[config.mk]
export PLATFORM = sky130hd
export DESIGN_NAME = adder16_rr_sched_flat
export DESIGN_NICKNAME = d
export VERILOG_FILES = /design/src/rtl/adder16_rr_sched_if.sv /design/src/rtl/adder16_rr_sched.sv /design/src/flat_wrapper.sv
export SDC_FILE = /design/constraint.sdc
export NUM_CORES = 1
export LEC_CHECK = 0
export CAP_MARGIN = 20
export CORE_MARGIN = 5
export CORE_UTILIZATION = 26
export CTS_CLUSTER_DIAMETER = 80
export DETAILED_ROUTE_END_ITERATION = 10
export DONT_BUFFER_PORTS = 1
export GPL_ROUTABILITY_DRIVEN = 0
export PLACE_DENSITY = 0.38
export SYNTH_ARGS = -nofsm -noshare
export SYNTH_HDL_FRONTEND = slang
export SYNTH_SLANG_ARGS = --single-unit
[constraint.sdc]
create_clock -name clk -period 6.2 [get_ports clk]
set_clock_uncertainty 0.05 [all_clocks]
set_input_delay 1.55 -clock clk [delete_from_list [all_inputs] [get_ports clk]]
set_output_delay 1.55 -clock clk [all_outputs]
set_load 0.01 [all_outputs]
[src/rtl/adder16_rr_sched_if.sv]
// Requester/result bundle for the shared split-adder scheduler.
// master drives req/operands and sees gnt/results; slave is the scheduler.
interface adder16_rr_sched_if #(
  parameter int NREQ  = 4,
  parameter int WIDTH = 16,
  parameter int IDW   = 2
);
  logic [NREQ-1:0]       req;
  logic [NREQ*WIDTH-1:0] a_bus;
  logic [NREQ*WIDTH-1:0] b_bus;
  logic [NREQ-1:0]       cin;
  logic [NREQ-1:0]       gnt;
  logic                  res_valid;
  logic [IDW-1:0]        res_id;
  logic [WIDTH-1:0]      res_sum;
  logic                  res_cout;
  logic [1:0]            inflight;
  logic [NREQ-1:0]       pend_mask;

  modport master (
    output req, a_bus, b_bus, cin,
    input  gnt, res_valid, res_id, res_sum,
    input  res_cout, inflight, pend_mask
  );

  modport slave (
    input  req, a_bus, b_bus, cin,
    output gnt, res_valid, res_id, res_sum,
    output res_cout, inflight, pend_mask
  );
endinterface

[src/rtl/adder16_rr_sched.sv]
// Round-robin shared two-stage split adder: low half then high half.
// Ports: clk, rst (sync, active-high), bus (slave: req/operands in, gnt/results out).
module adder16_rr_sched #(
  parameter int NREQ  = 4,
  parameter int WIDTH = 16,
  parameter int IDW   = 2
) (
  input logic               clk,
  input logic               rst,
  adder16_rr_sched_if.slave bus
);
  localparam int LO = WIDTH / 2;
  localparam int HI = WIDTH - LO;

  logic [IDW-1:0]   ptr_q, ptr_d;
  logic             v1_q, v1_d;
  logic             c1_q, c1_d;
  logic [LO-1:0]    s1_q, s1_d;
  logic [HI-1:0]    ah_q, ah_d;
  logic [HI-1:0]    bh_q, bh_d;
  logic [IDW-1:0]   id1_q, id1_d;
  logic             rv_q, rv_d;
  logic [IDW-1:0]   rid_q, rid_d;
  logic [WIDTH-1:0] rsum_q, rsum_d;
  logic             rcout_q, rcout_d;
  logic [1:0]       infl_q, infl_d;
  logic [NREQ-1:0]  pend_q, pend_d;

  logic             hit;
  logic [IDW-1:0]   g;
  logic [IDW:0]     idx;
  logic [NREQ-1:0]  gnt;
  logic [WIDTH-1:0] a_g, b_g;
  logic             cin_g;

  // Rotating search from ptr; idx is one bit wider so ptr+k
  // can be wrapped without a modulo.
  always_comb begin
    hit = 1'b0;
    g   = '0;
    idx = '0;
    for (int k = 0; k < NREQ; k++) begin
      idx = {1'b0, ptr_q} + (IDW+1)'(k);
      if (idx >= (IDW+1)'(NREQ)) idx = idx - (IDW+1)'(NREQ);
      if (!hit && bus.req[idx[IDW-1:0]]) begin
        hit = 1'b1;
        g   = idx[IDW-1:0];
      end
    end
    if (rst) hit = 1'b0;
  end

  always_comb begin
    gnt = '0;
    if (hit) gnt[g] = 1'b1;
  end

  assign a_g   = bus.a_bus[int'(g)*WIDTH +: WIDTH];
  assign b_g   = bus.b_bus[int'(g)*WIDTH +: WIDTH];
  assign cin_g = bus.cin[g];

  always_comb begin
    ptr_d   = ptr_q;
    v1_d    = hit;
    c1_d    = c1_q;
    s1_d    = s1_q;
    ah_d    = ah_q;
    bh_d    = bh_q;
    id1_d   = id1_q;
    rv_d    = v1_q;
    rid_d   = rid_q;
    rsum_d  = rsum_q;
    rcout_d = rcout_q;
    if (hit) begin
      ptr_d = (g == IDW'(NREQ-1)) ? '0 : g + IDW'(1);
      {c1_d, s1_d} = {1'b0, a_g[LO-1:0]}
                   + {1'b0, b_g[LO-1:0]}
                   + (LO+1)'(cin_g);
      ah_d  = a_g[WIDTH-1:LO];
      bh_d  = b_g[WIDTH-1:LO];
      id1_d = g;
    end
    if (v1_q) begin
      {rcout_d, rsum_d[WIDTH-1:LO]} = {1'b0, ah_q}
                                    + {1'b0, bh_q}
                                    + (HI+1)'(c1_q);
      rsum_d[LO-1:0] = s1_q;
      rid_d          = id1_q;
    end
    // An op counts from its grant edge until its strobe cycle ends,
    // so two ops from one requester keep its bit set throughout.
    infl_d = 2'(v1_d) + 2'(rv_d);
    pend_d = '0;
    if (v1_d) pend_d[id1_d] = 1'b1;
    if (rv_d) pend_d[id1_q] = 1'b1;
  end

  always_ff @(posedge clk) begin
    if (rst) begin
      ptr_q   <= '0;
      v1_q    <= 1'b0;
      c1_q    <= 1'b0;
      s1_q    <= '0;
      ah_q    <= '0;
      bh_q    <= '0;
      id1_q   <= '0;
      rv_q    <= 1'b0;
      rid_q   <= '0;
      rsum_q  <= '0;
      rcout_q <= 1'b0;
      infl_q  <= '0;
      pend_q  <= '0;
    end else begin
      ptr_q   <= ptr_d;
      v1_q    <= v1_d;
      c1_q    <= c1_d;
      s1_q    <= s1_d;
      ah_q    <= ah_d;
      bh_q    <= bh_d;
      id1_q   <= id1_d;
      rv_q    <= rv_d;
      rid_q   <= rid_d;
      rsum_q  <= rsum_d;
      rcout_q <= rcout_d;
      infl_q  <= infl_d;
      pend_q  <= pend_d;
    end
  end

  assign bus.gnt       = gnt;
  assign bus.res_valid = rv_q;
  assign bus.res_id    = rid_q;
  assign bus.res_sum   = rsum_q;
  assign bus.res_cout  = rcout_q;
  assign bus.inflight  = infl_q;
  assign bus.pend_mask = pend_q;
endmodule

[src/flat_wrapper.sv]
// flat-port wrapper written by rule: the top's interface ports become plain ports
module adder16_rr_sched_flat 
#(
  parameter int NREQ  = 4,
  parameter int WIDTH = 16,
  parameter int IDW   = 2
)
  (clk, rst, bus_req, bus_a_bus, bus_b_bus, bus_cin, bus_gnt, bus_res_valid, bus_res_id, bus_res_sum, bus_res_cout, bus_inflight, bus_pend_mask);
  adder16_rr_sched_if #(.NREQ(NREQ), .WIDTH(WIDTH), .IDW(IDW)) bus_i ();
  input logic clk;
  input logic rst;
  input wire logic [$bits(bus_i.req)-1:0] bus_req;
  input wire logic [$bits(bus_i.a_bus)-1:0] bus_a_bus;
  input wire logic [$bits(bus_i.b_bus)-1:0] bus_b_bus;
  input wire logic [$bits(bus_i.cin)-1:0] bus_cin;
  output wire logic [$bits(bus_i.gnt)-1:0] bus_gnt;
  output wire logic [$bits(bus_i.res_valid)-1:0] bus_res_valid;
  output wire logic [$bits(bus_i.res_id)-1:0] bus_res_id;
  output wire logic [$bits(bus_i.res_sum)-1:0] bus_res_sum;
  output wire logic [$bits(bus_i.res_cout)-1:0] bus_res_cout;
  output wire logic [$bits(bus_i.inflight)-1:0] bus_inflight;
  output wire logic [$bits(bus_i.pend_mask)-1:0] bus_pend_mask;
  assign bus_i.req = bus_req;
  assign bus_i.a_bus = bus_a_bus;
  assign bus_i.b_bus = bus_b_bus;
  assign bus_i.cin = bus_cin;
  assign bus_gnt = bus_i.gnt;
  assign bus_res_valid = bus_i.res_valid;
  assign bus_res_id = bus_i.res_id;
  assign bus_res_sum = bus_i.res_sum;
  assign bus_res_cout = bus_i.res_cout;
  assign bus_inflight = bus_i.inflight;
  assign bus_pend_mask = bus_i.pend_mask;
  adder16_rr_sched #(.NREQ(NREQ), .WIDTH(WIDTH), .IDW(IDW)) u_core (.clk(clk), .rst(rst), .bus(bus_i));
endmodule
==> results of run 1 <==
worst max-delay path, delay by kind of cell:
| family | cells | cell delay [ns] |
|---|---|---|
| AO/OA/AOI/OAI | 3 | 0.81 |
| AND/OR/NAND/NOR | 1 | 0.18 |
| adder cells (fa/ha/maj) | 1 | 0.24 |
| buffers and inverters | 1 | 0.24 |
layout by cell type (no fill, tap or decap), drive strengths merged, types with 3 or more instances in the layout:
master  instances
ha             19
buf             7
nor2b           4
nand2          17
fa              4
o221ai         16
mux2            4
a211oi          6
nor2           29
nor3            7
o21ai           4
o211ai          5
inv            15
o21a            5
a31oi           3
or3             3
and3            5
mux2i          94
a21oi          17
xnor2           3
clkbuf          5
a21o            3
dfxtp          56
nand3          23
nor4            3
per-stage QoR:
step | hold slack (ns) | setup slack, ns
detailed placement | 0.390 | 1.49
finish | 0.399 | 1.57
CTS | 0.401 | 1.56
global placement | 0.390 | 1.54
floorplan | 0.382 | 1.89
global route | 0.430 | 1.43
sequential cells by signal, summed over array words and instances, names as in the netlist, 2 cells and up:
name	count
u_core.ptr_q	2
u_core.bus.res_sum	16
u_core.bus.inflight	2
u_core.ah_q	8
u_core.bus.pend_mask	4
u_core.s1_q	8
u_core.id1_q	2
u_core.bh_q	8
u_core.bus.res_id	2
routing by layer:
metal / GRT usage / share of wire
met3: 0.0251 / 0.050
met2: 0.185 / 0.46
met1: 0.168 / 0.48
met4: 0.0318 / 0.012
met5: 0 / 0
cells by family after synthesis:
| kind of cell | share of synthesized area |
|---|---|
| AO/OA/AOI/OAI | 0.151 |
| XOR/XNOR | 0.00707 |
| flip-flops | 0.302 |
| adder cells (fa/ha/maj) | 0.0855 |
| buffers and inverters | 0.0542 |
| AND/OR/NAND/NOR | 0.136 |
| multiplexers | 0.265 |
Yosys cell counts, types with 6 or more instances:
library cell	number	area (um2)
buf_2	8	40.0
a21oi_1	17	85.1
nand3_1	23	115
nand2_1	17	63.8
clkbuf_1	13	48.8
ha_1	19	238
mux2i_1	94	941
a211oi_1	6	45.0
dfxtp_1	56	1120
nor3_1	6	30.0
o221ai_1	16	140
inv_1	15	56.3
nor2_1	28	105
power by group through the flow:
stage | clock, mW | sequential (mW) | combinational, mW
after floorplan | 0 | 0.477 | 0.398
after global placement | 0 | 0.497 | 0.476
after detailed placement | 0 | 0.498 | 0.481
after CTS | 0.343 | 0.490 | 0.484
after global routing | 0.354 | 0.497 | 0.537
final | 0.326 | 0.486 | 0.475
layout make-up:
cell class                      instances  area (um2)
Fill cell                            1485        9890
Multi-Input combinational cell        301        2420
Sequential cell                        56        1120
Tap cell                              180         225
Clock buffer                            5         125
Inverter                               15        56.3
Timing Repair Buffer                    7        52.6
Clock inverter                          3        42.5
final timing paths:
kind	slack, ns	to	cells past startpoint
hold / removal	0.40	u_core.s1_q[3]$_SDFFE_PP0P_	2
setup / recovery	1.57	bus_gnt[0]	6
setup reg to reg	2.52	u_core.s1_q[6]$_SDFFE_PP0P_	13
hold reg to reg	0.40	u_core.s1_q[3]$_SDFFE_PP0P_	2
==> flow_summary.yaml, run 1 <==
status:
  status: "complete, no violations"
sta:
  fmax_mhz: 216
  finalCritPeriodShare: 0.746
  fin_crit_ns: 4.63
  rsz0062_at_grt: "false"
  slew_headroom: 0.591
  fin_setup_tns_ns: 0
  setup_viol: 0
  max_slew.worst_pin.slew_ns: 0.611
  hold_viol_final: 0
  slew_viol_final: 0
grt:
  antenna_found_initial: 0
  grt_pass1_vias: 2929
  grt_pass1_wl_mm: 15.8
  grt_usage: 0.119
  grt_max_degree: 43
  gr-total-overflow: 0
pwr:
  p_comb_frac: 0.369
  leakage_nw: 1.61
  pwr-share-clk: 0.253
  power.share.sequential: 0.378
  swShare: 0.347
  switchingPower_uw: 447
  vdd_drop_max_mv: 0.124
  pwr_density_cell_mw_per_mm2: 319
  p_int_uw: 841
  total_power_mw: 1.29
finish:
  fin_nets: 547
  fin_util: 0.290
  fin_cells: 567
  area_delta_synth_final_pct: 8.72
  final_area_mm2: 0.00404
  antenna_cells: 0
  drive_above_1_share: 0.0646
detailed_routing:
  wire_per_inst_um: 18.4
  routed_via_density: 5.11
  dr.pass1.iters: 4
  drc: 0
  drt-total-wl_mm: 10.4
  ant_nets: 0
  drt_iter0_markers: 108
  num_vias: 2899
synthesis:
  ys.flop_type: "dfxtp_1"
  syn_inst: 400
  synth_area_per_cell_um2: 9.29
  yosys_warnings: 0
  netlist_area_mm2: 0.00372
  synth.distinct_cells: 51
  ys_ff_latch: 56
  async_flop_share: 0
  syn_nets: 561
  synth_edf_count: 0
  synth_sequential_area_ratio: 0.302
floorplan:
  die_width_um: 130
  boundaryPins: 168
  initial_utilization: 0.267
  core_area_mm2: 0.0139
  die-area_mm2: 0.0168
  placementRows: 43
  fp.dieH_um: 130
worst_setup_path:
  worstPathRequired_ns: 4.60
  path_class: "in -> out"
  cp_cell_sequence: "a21oi_1 -> o21a_1 -> o22a_4 -> inv_1 -> ha_1 -> and3_1"
  cp-start-kind: "input pin"
  max_stage_delay_ns: 0.54
  crit_start: "bus_req[0]"
  worst_path_max_delay_cell: "o22a_4"
  reg2reg_from: "u_core.ptr_q[1]$_SDFFE_PP0P_"
  cp-end-kind: "output port"
  arrival_ns: 3.03
  crit_fanout: 38
clock_tree:
  clk_latency_ns: 0.30
  cts.sinks: 56
  hold_buffers: 0
  clockBufferDepth: 2
  htree_levels: 2
  root_buffer: "clkbuf_16"
  post_cts_buffers: 0
  path_clk_slew_ns: 0.07
  numCtsBuffers: 5
  post_cts_resized: 0
  tritoncts: "yes"
placement:
  place_inst: 559
  io_buffers: 0
  dpl_cell_area_mm2: 0.00387
  dp.final_hpwl_mm: 7.95
worst_hold_path:
  hp-class: "reg -> reg"
  hold_path_startpoint: "u_core.s1_q[3]$_SDFFE_PP0P_"
flow_run:
  cap_violations: 0
Note: power is estimated with default switching activity, not from simulation.
==> run 2, diff against run 1 <==
--- a/config.mk
+++ b/config.mk
@@ -12,7 +12,7 @@
 export DETAILED_ROUTE_END_ITERATION = 10
 export DONT_BUFFER_PORTS = 1
 export GPL_ROUTABILITY_DRIVEN = 0
-export PLACE_DENSITY = 0.38
+export PLACE_DENSITY = 0.4
 export SYNTH_ARGS = -nofsm -noshare
 export SYNTH_HDL_FRONTEND = slang
 export SYNTH_SLANG_ARGS = --single-unit
==> constraint.sdc (replaced) <==
create_clock -name clk -period 3.75 [get_ports clk]
set_clock_uncertainty 0.05 [all_clocks]
set_input_delay 0.9375 -clock clk [delete_from_list [all_inputs] [get_ports clk]]
set_output_delay 0.9375 -clock clk [all_outputs]
set_load 0.01 [all_outputs]
==> flow_summary.yaml, run 2 (synthesis gave the netlist of run 1 again) <==
worst_setup_path:
  cp_common_cell: "buf_4"
  max_stage_delay_ns: 0.27
  critPathTopFamily: "buffers and inverters"
  cp_cell_sequence: "mux2i_1 -> nor2_1 -> nor3_4 -> buf_4 -> buf_4 -> inv_1 -> ha_1 -> and3_1"
  crit_fanout: 14
  arrival_ns: 2.47
  worst_path_max_delay_cell: "nor3_4"
  path_class: "in -> out"
  cp-end-kind: "output port"
  crit_start: "bus_req[2]"
  path_buf_inv: 3
  worstPathRequired_ns: 2.76
  cp-start-kind: "input pin"
  reg2reg_from: "u_core.ptr_q[1]$_SDFFE_PP0P_"
flow_run:
  cap_violations: 0
finish:
  final_common_cell: "mux2i_1"
  largest_register_ffs: 16
  nFillCells: 1484
  antenna_cells: 0
  final_cell_mix: "mux2i_1, dfxtp_1, nor2_1"
  drive_above_1_share: 0.0835
  final_area_mm2: 0.00412
  area_delta_synth_final_pct: 10.7
  fin_nets: 555
status:
  status: "complete, no violations"
clock_tree:
  post_cts_resized: 0
  cts.sinks: 56
  numCtsBuffers: 5
  tritoncts: "yes"
  path_clk_slew_ns: 0.07
  clk_latency_ns: 0.29
  htree_levels: 2
  clockBufferDepth: 2
  root_buffer: "clkbuf_16"
sta:
  finalCritPeriodShare: 0.921
  fmax_mhz: 290
  fin_crit_ns: 3.45
  timing.final.ws_setup_ns: 0.297
  setup_viol: 0
  hold_viol_final: 0
  hold-worst-slack_ns: 0.402
  max_slew.worst_pin.slew_ns: 0.574
  rsz0062_at_grt: "false"
  slew_headroom: 0.617
  slew_viol_final: 0
floorplan:
  fp.dieH_um: 130
  placementRows: 43
  initial_utilization: 0.267
  die_width_um: 130
  die-area_mm2: 0.0168
  boundaryPins: 168
  core_area_mm2: 0.0139
placement:
  dp.final_hpwl_mm: 8.12
  dp_worst_setup_slack_ns: -0.0529
  dpl_cell_area_mm2: 0.00391
  io_buffers: 0
detailed_routing:
  drt_iter0_markers: 115
  wire_per_inst_um: 18.3
  drc: 0
  routed_via_density: 5.20
  num_vias: 2991
  ant_nets: 0
  dr.pass1.iters: 4
  drt-total-wl_mm: 10.5
grt:
  gr-total-overflow: 0
  antenna_found_initial: 0
  grt_pass1_vias: 2998
  grt_pass1_wl_mm: 16.1
  grt_usage: 0.121
  grt_max_degree: 43
pwr:
  total_power_mw: 2.19
  leakage_nw: 1.66
  pwr_density_cell_mw_per_mm2: 531
  vdd_drop_max_mv: 0.176
worst_hold_path:
  hp-class: "reg -> reg"
  hold_path_startpoint: "u_core.s1_q[3]$_SDFFE_PP0P_"
run 2: cell types whose count changed in the layout (fill, tap and decap cells not counted), sizes merged:
cell and change:
clkinvlp -1, clkinv -1, clkbuf +2, buf +8
run 2: cell type report:
type                    instances  area (um2)  area share
clock buffers                   7         153      0.0371
clock inverters                 1        30.0     0.00729
inverters                      15        56.3      0.0137
multi-input cells             301        2420       0.588
flip-flops and latches         56        1120       0.272
well taps                     180         225      0.0547
repair buffers                 15         113      0.0274
run 2: worst register-to-register path, delay by kind of cell (launching register included):
family	cells	cell delay, ns
flops	1	0.47
simple gates	1	0.06
compound gates	7	1.59
mux	2	0.38
fa+ha+maj	2	0.57
buf+inv	1	0.06
run 2: metrics by stage:
stage          TNS, ns   util  instances
2_1_floorplan        0      -        400
3_3_place_gp         0  0.281        564
3_5_place_dp   -0.0534  0.281        564
4_1_cts              0  0.294        572
5_1_grt              0  0.295        575
6_report             0  0.295        575
run 2: path summary, 6_finish.rpt:
kind / to / slack [ns] / cells past startpoint
hold / removal: u_core.s1_q[3]$_SDFFE_PP0P_ / 0.40 / 2
setup / recovery: bus_gnt[2] / 0.30 / 8
hold reg to reg: u_core.s1_q[3]$_SDFFE_PP0P_ / 0.40 / 2
setup reg to reg: u_core.s1_q[6]$_SDFFE_PP0P_ / 0.46 / 13
run 2: per-layer routing:
metal / routed length, um / share of wire / GRT usage
met5: 0 / 0 / 0
met4: 137 / 0.013 / 0.0355
met3: 740 / 0.070 / 0.0305
met2: 4940 / 0.47 / 0.194
met1: 4690 / 0.45 / 0.161
run 2: timing repair:
action                                  4_1_cts  5_1_grt
endpoints found under the setup margin        0        1
setup buffers                                 0        3
hold endpoints to repair                      0        0
hold buffers                                  0        0
run 2: where the power goes:
group          leakage (nW)  switching, mW  total, mW  internal, mW
registers             0.463         0.0950      0.804         0.709
logic                  1.10          0.425      0.817         0.392
clock network        0.0901          0.214      0.566         0.352
total                  1.66          0.734       2.19          1.45
==> run 3, diff against run 2 <==
--- a/config.mk
+++ b/config.mk
@@ -10,9 +10,10 @@
 export CORE_UTILIZATION = 26
 export CTS_CLUSTER_DIAMETER = 80
 export DETAILED_ROUTE_END_ITERATION = 10
-export DONT_BUFFER_PORTS = 1
 export GPL_ROUTABILITY_DRIVEN = 0
-export PLACE_DENSITY = 0.4
+export PLACE_DENSITY = 0.55
+export RECOVER_POWER = 100
+export SETUP_SLACK_MARGIN = 0.4
 export SYNTH_ARGS = -nofsm -noshare
 export SYNTH_HDL_FRONTEND = slang
 export SYNTH_SLANG_ARGS = --single-unit
==> flow_summary.yaml, run 3 (synthesis gave the netlist of run 1 again) <==
worst_setup_path:
  cp_cell_sequence: "buf_8 -> a21oi_1 -> o21a_1 -> o22a_1 -> mux2i_1 -> mux2_4 -> fa_2 -> inv_2 -> fa_2 -> a211oi_2 -> o21bai_1 -> buf_4 -> a211o_1 -> o2111ai_1 -> o21ai_1"
  reg2reg_from: "u_core.ptr_q[1]$_SDFFE_PP0P_"
  cp_common_cell: "fa_2"
  worstPathRequired_ns: 3.86
  crit_fanout: 6
  worst_path_max_delay_cell: "fa_2"
  path_class: "in -> reg"
  crit_start: "bus_req[0]"
  ff2ff_path_depth: 13
  max_stage_delay_ns: 0.34
  cp-end-kind: "flop"
  cp-start-kind: "input pin"
  arrival_ns: 3.57
finish:
  fin_util: 0.429
  fin_cells: 765
  area_delta_synth_final_pct: 60.7
  fin_nets: 745
  largest_register_ffs: 16
  final_area_mm2: 0.00597
  drive_above_1_share: 0.123
  final_common_cell: "clkdlybuf4s50_1"
  antenna_cells: 0
  final_cell_mix: "clkdlybuf4s50_1, mux2i_1, dfxtp_1"
worst_hold_path:
  hp-class: "reg -> reg"
  hold_path_startpoint: "u_core.s1_q[1]$_SDFFE_PP0P_"
  whs_path_depth: 2
sta:
  max_slew.worst_pin.slew_ns: 1.40
  hold-worst-slack_ns: 0.410
  setup_viol: 0
  slew_headroom: 0.0664
  fin_setup_tns_ns: 0
  finalCritPeriodShare: 0.923
  fmax_mhz: 289
  rsz0062_at_grt: "true"
  timing.final.ws_setup_ns: 0.290
  slew_viol_final: 0
  fin_crit_ns: 3.46
  hold_viol_final: 0
clock_tree:
  hold_buffers: 0
  tritoncts: "yes"
  root_buffer: "clkbuf_16"
  htree_levels: 2
  numCtsBuffers: 5
  path_clk_slew_ns: 0.07
  clockBufferDepth: 2
  clk_latency_ns: 0.29
  cts.sinks: 56
floorplan:
  die_width_um: 130
  core_area_mm2: 0.0139
  die-area_mm2: 0.0168
  fp.dieH_um: 130
  placementRows: 43
  initial_utilization: 0.267
  boundaryPins: 168
pwr:
  vdd_drop_max_mv: 0.173
  total_power_mw: 2.41
  pwr_density_cell_mw_per_mm2: 403
  leakage_nw: 2.48
detailed_routing:
  drt_iter0_markers: 169
  ant_nets: 0
  wire_per_inst_um: 15.3
  dr.pass1.iters: 4
  num_vias: 3648
  drc: 0
  drt-total-wl_mm: 11.7
  routed_via_density: 4.77
placement:
  dpl_cell_area_mm2: 0.00577
  dp_worst_setup_slack_ns: -0.434
  io_buffers: 167
  dp.final_hpwl_mm: 9.43
  place_inst: 752
grt:
  grt_usage: 0.135
  gr-total-overflow: 0
  grt_max_degree: 42
  grt_pass1_vias: 3808
  antenna_found_initial: 0
  grt_pass1_wl_mm: 18.6
status:
  status: "complete, no violations"
flow_run:
  cap_violations: 0
-- run 3: layout make-up --
cell class / instances / area [um2]
Clock buffer: 6 / 139
Multi-Input combinational cell: 302 / 2460
Sequential cell: 56 / 1120
Inverter: 15 / 56.3
Fill cell: 1349 / 7960
Clock inverter: 2 / 10.0
Timing Repair Buffer: 204 / 1960
Tap cell: 180 / 225
-- run 3: power breakdown --
group / internal [mW] / leakage (nW) / switching [mW]
clock network: 0.264 / 0.0766 / 0.205
registers: 0.709 / 0.463 / 0.0671
logic: 0.644 / 1.94 / 0.520
-- run 3: worst paths after layout --
| kind | slack, ns | endpoint |
|---|---|---|
| setup / recovery | 0.29 | u_core.c1_q$_SDFFE_PP0P_ |
| hold / removal | 0.41 | u_core.s1_q[1]$_SDFFE_PP0P_ |
| setup reg to reg | 0.49 | u_core.s1_q[6]$_SDFFE_PP0P_ |
| hold reg to reg | 0.41 | u_core.s1_q[1]$_SDFFE_PP0P_ |
-- run 3: timing repair --
item	CTS	global route
pin swaps	12	9
buffers inserted	2	2
setup endpoints to repair	12	10
gates resized for setup	38	16
cloned	1	0
-- run 3: critical path, delay by kind of cell --
kind | cells | cell delay (ns)
adders and majority gates | 2 | 0.55
AOI/OAI and AO/OA | 8 | 1.37
muxes | 2 | 0.42
buffers and inverters | 3 | 0.29
-- run 3: routing by layer --
layer / part of all wire / wire (um) / track usage / vias up
met1: 0.45 / 5230 / 0.179 / 1675
met2: 0.49 / 5740 / 0.231 / 104
met3: 0.054 / 631 / 0.0235 / 4
met5: 0 / 0 / 0 / -
li1: - / - / - / 1865
met4: 0.0065 / 76 / 0.0238 / 0
